$ cat config.mk
export PLATFORM = sky130hd
export DESIGN_NAME = load_ext_unit
export DESIGN_NICKNAME = d
export VERILOG_FILES = /design/src/rtl/load_ext_unit.sv
export SDC_FILE = /design/constraint.sdc
export NUM_CORES = 1
export LEC_CHECK = 0
export ABC_AREA = 1
export CAP_MARGIN = 20
export CORE_ASPECT_RATIO = 0.75
export CORE_MARGIN = 3
export CORE_UTILIZATION = 40
export DETAILED_ROUTE_END_ITERATION = 8
export HOLD_SLACK_MARGIN = 0.08
export PLACE_DENSITY = 0.66
export SETUP_SLACK_MARGIN = 0.1
export SLEW_MARGIN = 5
export SYNTH_ARGS = -nofsm -noshare
export SYNTH_HDL_FRONTEND = slang
export SYNTH_SLANG_ARGS = --single-unit
$ cat constraint.sdc
create_clock -name clk -period 4 [get_ports clk]
set_input_delay 0.6 -clock clk [delete_from_list [all_inputs] [get_ports clk]]
set_output_delay 0.6 -clock clk [all_outputs]
set_load 0.01 [all_outputs]
$ cat src/rtl/load_ext_unit.sv
// Load lane extractor: selects a byte/half/word/dword lane, sign- or zero-extends it,
// and buffers results in a 2-entry skid FIFO. Optional alignment checking under LOAD_ALIGN_CHK_EN.
module load_ext_unit #(
   parameter  int DATA_W = 32,
   parameter  int TAG_W  = 5,
   localparam int OFF_W  = $clog2(DATA_W/8)
) (
   input  logic              clk,
   input  logic              rst,
   input  logic              in_valid,
   output logic              in_ready,
   input  logic [DATA_W-1:0] in_data,
   input  logic [OFF_W-1:0]  in_off,
   input  logic [1:0]        in_size,
   input  logic              in_signed,
   input  logic [TAG_W-1:0]  in_tag,
   output logic              out_valid,
   input  logic              out_ready,
   output logic [DATA_W-1:0] out_data,
   output logic [TAG_W-1:0]  out_tag,
   output logic              out_err
);

   function automatic logic [OFF_W-1:0] lane_mask(input logic [1:0] sz);
      return OFF_W'((1 << sz) - 1);
   endfunction

   // Shift the lane to the top, then shift back arithmetically or logically to extend.
   function automatic logic [DATA_W-1:0] extend_lane(input logic [DATA_W-1:0] data,
                                                      input logic [OFF_W-1:0]  off,
                                                      input logic [1:0]        sz,
                                                      input logic              sgn);
      logic [OFF_W-1:0]         base;
      logic [DATA_W-1:0]        sh;
      logic signed [DATA_W-1:0] left;
      int unsigned              pad;
      base = off & ~lane_mask(sz);
      sh   = data >> {base, 3'b000};
      pad  = DATA_W - (8 << sz);
      left = sh << pad;
      if (sgn)
         return left >>> pad;
      return left >> pad;
   endfunction

   logic [1:0]        sz_eff;
   logic [DATA_W-1:0] ext_data_p0;
   logic              ext_err_p0;
   logic              push, pop;
   logic [1:0]        count;
   logic              wr_ptr, rd_ptr;
   logic [DATA_W-1:0] data_q [2];
   logic [TAG_W-1:0]  tag_q  [2];

   always_comb begin
      sz_eff = in_size;
      if (DATA_W == 32 && in_size == 2'd3)
         sz_eff = 2'd2;
      ext_data_p0 = extend_lane(in_data, in_off, sz_eff, in_signed);
      ext_err_p0  = 1'b0;
`ifdef LOAD_ALIGN_CHK_EN
      if (((in_off & lane_mask(sz_eff)) != '0) || (DATA_W == 32 && in_size == 2'd3)) begin
         ext_err_p0  = 1'b1;
         ext_data_p0 = '0;
      end
`endif
   end

   assign in_ready  = (count != 2'd2);
   assign out_valid = (count != 2'd0);
   assign push      = in_valid && in_ready;
   assign pop       = out_valid && out_ready;

   always_ff @(posedge clk) begin
      if (rst) begin
         count  <= 2'd0;
         wr_ptr <= 1'b0;
         rd_ptr <= 1'b0;
      end else begin
         if (push)
            wr_ptr <= ~wr_ptr;
         if (pop)
            rd_ptr <= ~rd_ptr;
         case ({push, pop})
            2'b10:   count <= count + 2'd1;
            2'b01:   count <= count - 2'd1;
            default: count <= count;
         endcase
      end
   end

   // Entry storage: written at the push edge, no reset needed.
   always_ff @(posedge clk) begin
      if (push) begin
         data_q[wr_ptr] <= ext_data_p0;
         tag_q[wr_ptr]  <= in_tag;
      end
   end

   assign out_data = out_valid ? data_q[rd_ptr] : '0;
   assign out_tag  = out_valid ? tag_q[rd_ptr]  : '0;

`ifdef LOAD_ALIGN_CHK_EN
   logic err_q [2];

   always_ff @(posedge clk) begin
      if (push)
         err_q[wr_ptr] <= ext_err_p0;
   end

   assign out_err = out_valid ? err_q[rd_ptr] : 1'b0;
`else
   logic unused_err;
   assign unused_err = ext_err_p0;
   assign out_err    = 1'b0;
`endif

endmodule

### Yosys cells after proc, flatten, opt, wreduce, memory -nomap -nowiden

Memory sizes are Yosys's and may differ from the RTL's. A register that Yosys moved wholly into a read port is not among the register bits.
Index checks and enable logic that the tools add are counted.

* bits of input ports: 46
* memories: 2
* word-level logic and storage cells: 40
* register bits: 4
* memory bits (writable): 74

Memories
* data_q: depth 2, width 32, read ports 1, clocked after memory_dff 1, write ports 1, RTL line 52 `logic [DATA_W-1:0] data_q [2];`
* tag_q: depth 2, width 5, read ports 1, clocked after memory_dff 1, write ports 1, RTL line 53 `logic [TAG_W-1:0] tag_q [2];`

* reduce and logical (&&, ||, !) cells: 4
* mux-type cells: 13
* eq/ne operators: 4
* shift-type cells: 6
* bitwise gates (word level): 4
* $add $sub $neg: 4

Operators with widths (number)
* $mux W32: 3
* $shl A32 B32 Y32: 1
* $shl A4 B2 Y32 const A: 1
* $shr A32 B32 Y32: 1
* $shr A32 B5 Y32: 1
* $sshr A32 B32 Y32: 1
* $sub A7 B32 Y32 const A: 1
* $mux W1: 7
* $mux W5: 1
* $eq A2 B2 Y1 const B: 2
* $pmux W2 S2: 1
* $reduce_bool A2 Y1: 2
* $add A2 B1 Y2 const B: 1
* $and A2 B2 Y2: 1
* $eq A2 B1 Y1 const B: 1
* $logic_and A1 B1 Y1: 2
* $mux W2: 1
* $ne A2 B2 Y1 const B: 1
* $not A1 Y1: 2
* $not A2 Y2: 1
* $shl A1 B2 Y2 const A: 1
* $sub A2 B1 Y2 const B: 1
* $sub A2 B2 Y2 const B: 1

### Depth between registers and ports, before layout

Gate-level depths: netlist (run 1).

* depth in word-level cells: 11
* depth in mapped cells: 9
* gate-level depth less buffers: 9

### Worst setup path before layout (run 1)

OpenSTA, ideal clock, no wires.

* path kind: input to register
* from: input in_valid
* to: memory data_q[1][0] (enable)
* path buffers: 0
* data required time: 3567 ps
* arrival: 2279 ps
* setup time: 433 ps
* cell stages on the path: 2
* setup slack: 1288 ps
* path through: nand2_1 nor2_1

* cells in the longest elaborated chain, start to end: 3

Ends and longest elaborated chain
* from (decl): RTL line 10 `input logic in_valid,`
* $logic_and A1 B1 Y1: RTL line 71 `assign push = in_valid && in_ready;`
* $mux W1: RTL line 94 `if (push) begin`
* $mux W1 (implied by the code): RTL line 95 `data_q[wr_ptr] <= ext_data_p0;`
* to (decl): RTL line 52

No other way between the ends.

==> metrics.md, run 1 <==
| Metric | Value |
|---|---|
| Required @ worst endpoint | `3.40 ns` |
| Core Region | `0.00871 mm²` |
| Top post-synthesis cells by count | `128 x nand2_1, 74 x edfxtp_1, 49 x a21oi_1` |
| GPL Wtd Cong | `0.836` |
| RSZ-0062 raised after global routing | `false` |
| Max_slew headroom | `55.1%` |
| Cells on worst reg2reg path | `9` |
| FP Rows | `29` |
| Warnings, synthesis | `0` |
| Fillers | `768` |
| Num ports | `86` |
| Max Clk Rate | `333 MHz` |
| Synth area leaders | `edfxtp_1 60%, nand2_1 13%, a21oi_1 6.7%` |
| Via Count | `2926` |
| Worst flop-to-flop path endpoint | `count[1]` |
| Hold Crit Class | `reg2reg` |
| Gate power share | `30.0%` |
| Ant. Diodes | `0` |
| Max-slew violation count | `0` |
| Crit path kind | `reg2out` |
| Worst setup EP type | `primary output` |
| Leakage dissipation | `1.92 nW` |
| Fin crit share | `75.0%` |
| Sw Share | `28.7%` |
| Ys async rst share | `0%` |
| Post-synth top flop | `edfxtp_1` |
| Number of synthesized register bits | `79` |
| GRT Overall Usage | `18.6%` |
| Clock tree root driver cell | `clkbuf_16` |
| IO Port Bufs | `84` |
| Die Wd | `117 µm` |
| Post_cts resized | `0` |
| ANT nets after route | `0` |
| P per Cell Area | `556 mW/mm²` |
| Worst-path clk slew | `0.06 ns` |
| Drt first-iter violations | `168` |
| Area share of the largest cell type after synthesis | `60.3%` |
| Syn Inst Count | `377` |
| Maxcap violations | `0` |
| Die area | `0.0104 mm²` |
| Layout Nets | `504` |
| Layout Utilization | `57.0%` |
| Vias in the first global route | `2877` |
| Syn_nets | `424` |
| Initial antenna violation count | `0` |
| H-tree depth | `3` |
| Final HPWL from detailed placement | `6220 µm` |
| Num CTS Buffers | `9` |
| Clock tree from TritonCTS | `built` |
| Post-synth top area cell | `edfxtp_1` |
| Detailed-route DRC error count | `0` |
| Mean post-synth cell area | `9.78 µm²` |
| Worst-Margin Slew | `0.672 ns` |
| EDFF count, synth | `74` |
| CP arrival | `2.40 ns` |
| Startpoint types | `register` |
| TritonRoute pass-1 iters | `4` |
| First-pass GRT wire length | `14400 µm` |
| Flop pwr share | `38.5%` |
| Remaining Overflow, GRT | `0` |
| Via density per instance | `5.13` |
| Hold Vio Cnt, Final | `0` |
| Area grow syn2layout | `34.6%` |
| Switching power | `0.792 mW` |
| FF-to-FF Start | `count[1]` |
| Cell Area, Synth | `0.00369 mm²` |
| Most numerous cell in the Yosys netlist | `nand2_1` |
| Initial core utilization | `42.3%` |
| Hold Path End | `rd_ptr` |
| Max IR drop VDD | `0.327 mV` |
| Hold path cells | `2` |
| Final setup TNS | `0 ns` |
| Clk Latency, worst-skew pair | `0.33 ns` |
| Hold Crit Start | `rd_ptr` |
| Clk pwr share | `31.5%` |
| Final Setup Violations | `0` |
| CTS Sinks | `79` |
| Die Ht | `89.1 µm` |
| Routed len/inst | `16.1 µm` |
| Flop-to-flop setup slack | `1.94 ns` |
| Sequential element share of the synthesized area | `63.0%` |
| Internal cell power | `1.97 mW` |
| Post-CTS setup buffers | `0` |
| Layout cell share with drive strength beyond 1 | `9.31%` |
| CTS max path bufs | `2` |
| Skew final | `0.00773 ns` |
| Largest net degree at the start of global routing | `39` |
| Routed wire length | `9190 µm` |
| CTS Hold Bufs | `0` |
| CP max FO | `38` |
| Unique cell type count in the Yosys netlist | `30` |
| Crit path time final | `3.00 ns` |
| Outcome | `finished clean` |
## worst max path at each step
| stage | startpoint | to | slack [ns] | cells after the start |
|---|---|---|---|---|
| after floorplan | in_valid | data_q[1][0] | 1.29 | 2 |
| after global placement | in_size[1] | data_q[0][10] | 1.21 | 8 |
| after detailed placement | in_size[1] | data_q[0][14] | 1.08 | 8 |
| after CTS | register | out_data[7] | 0.98 | 5 |
| after global routing | register | out_data[31] | 0.87 | 5 |
| final | register | out_data[31] | 1.0 | 5 |
## cells by family after synthesis
family | after synthesis | synth area share (%)
AOI/OAI and AO/OA | 80 | 11.2
adders and majority gates | 1 | 0.339
buffers and inverters | 38 | 4.28
DFF | 79 | 63.0
other | 1 | 0.102
and+or+nand+nor | 178 | 21.1
## power by group through the flow
stage | Combinational [mW] | Sequential [mW] | Clock, mW
finish | 0.829 | 1.06 | 0.869
global route | 0.916 | 1.07 | 0.918
CTS | 0.832 | 1.06 | 0.881
global placement | 0.820 | 1.08 | 0
floorplan | 0.404 | 1.08 | 0
detailed placement | 0.827 | 1.08 | 0
## layer usage
metal | track usage (%) | vias to the layer above | wire length (µm)
met5 | 0 | - | 0
li1 | - | 1439 | -
met1 | 25.3 | 1379 | 4280
met4 | 5.63 | 0 | 144
met3 | 4.13 | 14 | 510
met2 | 30.0 | 94 | 4250
## stage by stage
stage                     cells  cell area [µm²]  total power, mW  hold slack [ns]  worst slack [ns]
final                       570             4960             2.76            0.485             0.998
after floorplan             377             3690             1.48            0.454              1.29
after detailed placement    553             4620             1.91            0.475              1.08
after CTS                   569             4940             2.78            0.485             0.983
after global placement      553             4620             1.90            0.468              1.21
after global routing        570             4960             2.91            0.513             0.874
## critical path: stages, from the launching register on
cell and delay (ns):
dfxtp_1 0.29, buf_4 0.25, inv_2 0.56, nand2_1 0.10, a21oi_1 0.26, clkdlybuf4s50_1 0.59
## sequential cells by signal, summed over array words and instances, names as in the netlist, named ones only
signal / flops
data_q: 64
tag_q: 10
count: 2
rd_ptr: 1
wr_ptr: 1
## layout make-up
type                    count  area, µm²  share of cell area, %
multi-input cells         260       1220                   24.7
inverters                  19       71.3                   1.44
well taps                 108        135                   2.72
flip-flops and latches     79       2320                   46.8
clock buffers              11        243                   4.89
clock inverters             5       81.3                   1.64
repair buffers             88        883                   17.8
## placed cells by master (no fill, tap or decap), types with 3 or more instances in the layout
cell and n:
nor2_4 3, o21ai_0 24, nand2_1 128, o22ai_1 3
dfxtp_1 5, nor2_1 8, a21oi_1 49, edfxtp_1 74
inv_2 4, or2_1 7, nand2_2 11, inv_1 15
clkbuf_16 9, buf_4 3, clkdlybuf4s50_1 84, nand3_1 12
(Power assumes the default switching activity.)
==> run 2: changes to the inputs <==
Clock period 4 ns to 3.11 ns, I/O delays scaled along.
==> metrics.md, run 2 (same netlist as run 1, synthesis figures left out) <==
| Metric | Value |
|---|---|
| CP Cell Sequence | `inv_2 > buf_4 > nand2_1 > a21oi_1 > clkdlybuf4s50_1` |
| Hold Crit Class | `reg2reg` |
| Routed wire length | `9390 µm` |
| Largest net degree at the start of global routing | `39` |
| Post-DP Area | `0.00465 mm²` |
| Crit path time final | `2.48 ns` |
| Die area | `0.0104 mm²` |
| FP Rows | `29` |
| Via Count | `2990` |
| GPL Wtd Cong | `0.838` |
| Die Ht | `89.1 µm` |
| First-pass GRT wire length | `14600 µm` |
| Required @ worst endpoint | `2.64 ns` |
| Layout cell share with drive strength beyond 1 | `9.25%` |
| Clk Latency, worst-skew pair | `0.33 ns` |
| Crit path largest cell delay | `0.58 ns` |
| Post-CTS setup buffers | `0` |
| Leakage dissipation | `1.93 nW` |
| Crit path max-delay cell type | `clkdlybuf4s50_1` |
| GRT Overall Usage | `18.9%` |
| Outcome | `finished clean` |
| Top flop regs | `data_q: 64 flops, tag_q: 10 flops, count: 2 flops` |
| CP arrival | `2.02 ns` |
| Vias in the first global route | `2895` |
| Worst setup EP type | `primary output` |
| Initial core utilization | `42.3%` |
| Ant. Diodes | `0` |
| CTS max path bufs | `2` |
| Critical path's top delay family | `buffers and inverters` |
| Die Wd | `117 µm` |
| Final setup TNS | `0 ns` |
| Clock tree root driver cell | `clkbuf_16` |
| Fin Hold WS | `0.492 ns` |
| Max Clk Rate | `403 MHz` |
| Drt first-iter violations | `160` |
| Startpoint types | `register` |
| Crit path kind | `reg2out` |
| P per Cell Area | `722 mW/mm²` |
| Largest Register | `data_q` |
| Final Setup Violations | `0` |
| Max_slew headroom | `65.3%` |
| Post_cts resized | `0` |
| Fin worst setup slack | `0.628 ns` |
| IO Port Bufs | `84` |
| Area grow syn2layout | `35.0%` |
| Cells on worst reg2reg path | `9` |
| Worst-Margin Slew | `0.520 ns` |
| CP max FO | `21` |
| Max IR drop VDD | `0.437 mV` |
| H-tree depth | `3` |
| Flop-to-flop setup slack | `1.26 ns` |
| Maxcap violations | `0` |
| Initial antenna violation count | `0` |
| Num ports | `86` |
| Final HPWL from detailed placement | `6410 µm` |
| Core Region | `0.00871 mm²` |
| Critical Path End | `out_data[16]` |
| Max reg flops | `64` |
| Skew final | `0.00606 ns` |
| Clock tree from TritonCTS | `built` |
| ANT nets after route | `0` |
| Detailed-route DRC error count | `0` |
| RSZ-0062 raised after global routing | `false` |
| Final instance area | `0.00498 mm²` |
| Layout Nets | `507` |
| Fillers | `775` |
| TritonRoute pass-1 iters | `5` |
| Routed len/inst | `16.4 µm` |
| Worst-path clk slew | `0.05 ns` |
| Hold Vio Cnt, Final | `0` |
| Worst path bufs/invs | `3` |
| FF-to-FF Start | `count[1]` |
| Num CTS Buffers | `9` |
| Remaining Overflow, GRT | `0` |
| Instance count on the critical path | `5` |
| Worst flop-to-flop path endpoint | `count[1]` |
| CTS Hold Bufs | `0` |
| Via density per instance | `5.22` |
| Commonest cells after routing, fill and taps aside | `128 x nand2_1, 84 x clkdlybuf4s50_1, 74 x edfxtp_1` |
| CTS Sinks | `79` |
| Max-slew violation count | `0` |
| Fin crit share | `79.8%` |
| Commonest non-fill, non-tap cell in the layout | `nand2_1` |
| Post-Place Worst Slack | `0.574 ns` |
==> run 2: cell types whose count changed in the layout (fill, tap and decap cells not counted), sizes merged <==
cell	before	now
bufinv	2	3
clkinv	2	1
buf	4	7
clkinvlp	1	0
clkbuf	11	12
==> run 2: report_power, final <==
part,total [mW],switching [mW],internal [mW]
Combinational,1.07,0.591,0.477
Sequential,1.37,0.0392,1.33
Clock,1.15,0.372,0.782
Total,3.59,1.00,2.59
==> run 2: cell type report <==
cell class | instances | area [µm²] | area share (%)
clock buffers | 12 | 236 | 4.75
inverters | 19 | 71.3 | 1.43
multi-input cells | 260 | 1220 | 24.6
well taps | 108 | 135 | 2.72
repair buffers | 91 | 893 | 18.0
clock inverters | 4 | 93.8 | 1.89
flip-flops and latches | 79 | 2320 | 46.7
==> run 2: how the worst min path moves through the flow <==
stage,startpoint,end,slack (ns),cells after the start
global route,rd_ptr,rd_ptr,0.51,2
finish,rd_ptr,rd_ptr,0.49,2
CTS,rd_ptr,rd_ptr,0.49,2
floorplan,rd_ptr,register,0.45,2
global placement,rd_ptr,rd_ptr,0.47,2
detailed placement,rd_ptr,rd_ptr,0.48,2
==> run 2: per-layer routing <==
metal	track usage, %	vias up	part of all wire [%]
li1	-	1444	-
met4	5.42	0	1.1
met2	30.7	128	47
met1	25.7	1406	44
met3	4.33	12	7.2
met5	0	-	0
==> run 2: worst min-delay path, cell delays in order, from the launching register on <==
cell     delay, ns
dfxtp_1       0.31
nand2_1       0.08
a21oi_1       0.06
==> run 2: stage by stage <==
step                      util, %  total power [mW]  instances
after floorplan                 -              1.90        377
after detailed placement     53.3              2.46        557
after CTS                    57.1              3.62        573
final                        57.1              3.59        573
after global routing         57.1              3.79        573
after global placement       53.3              2.45        557
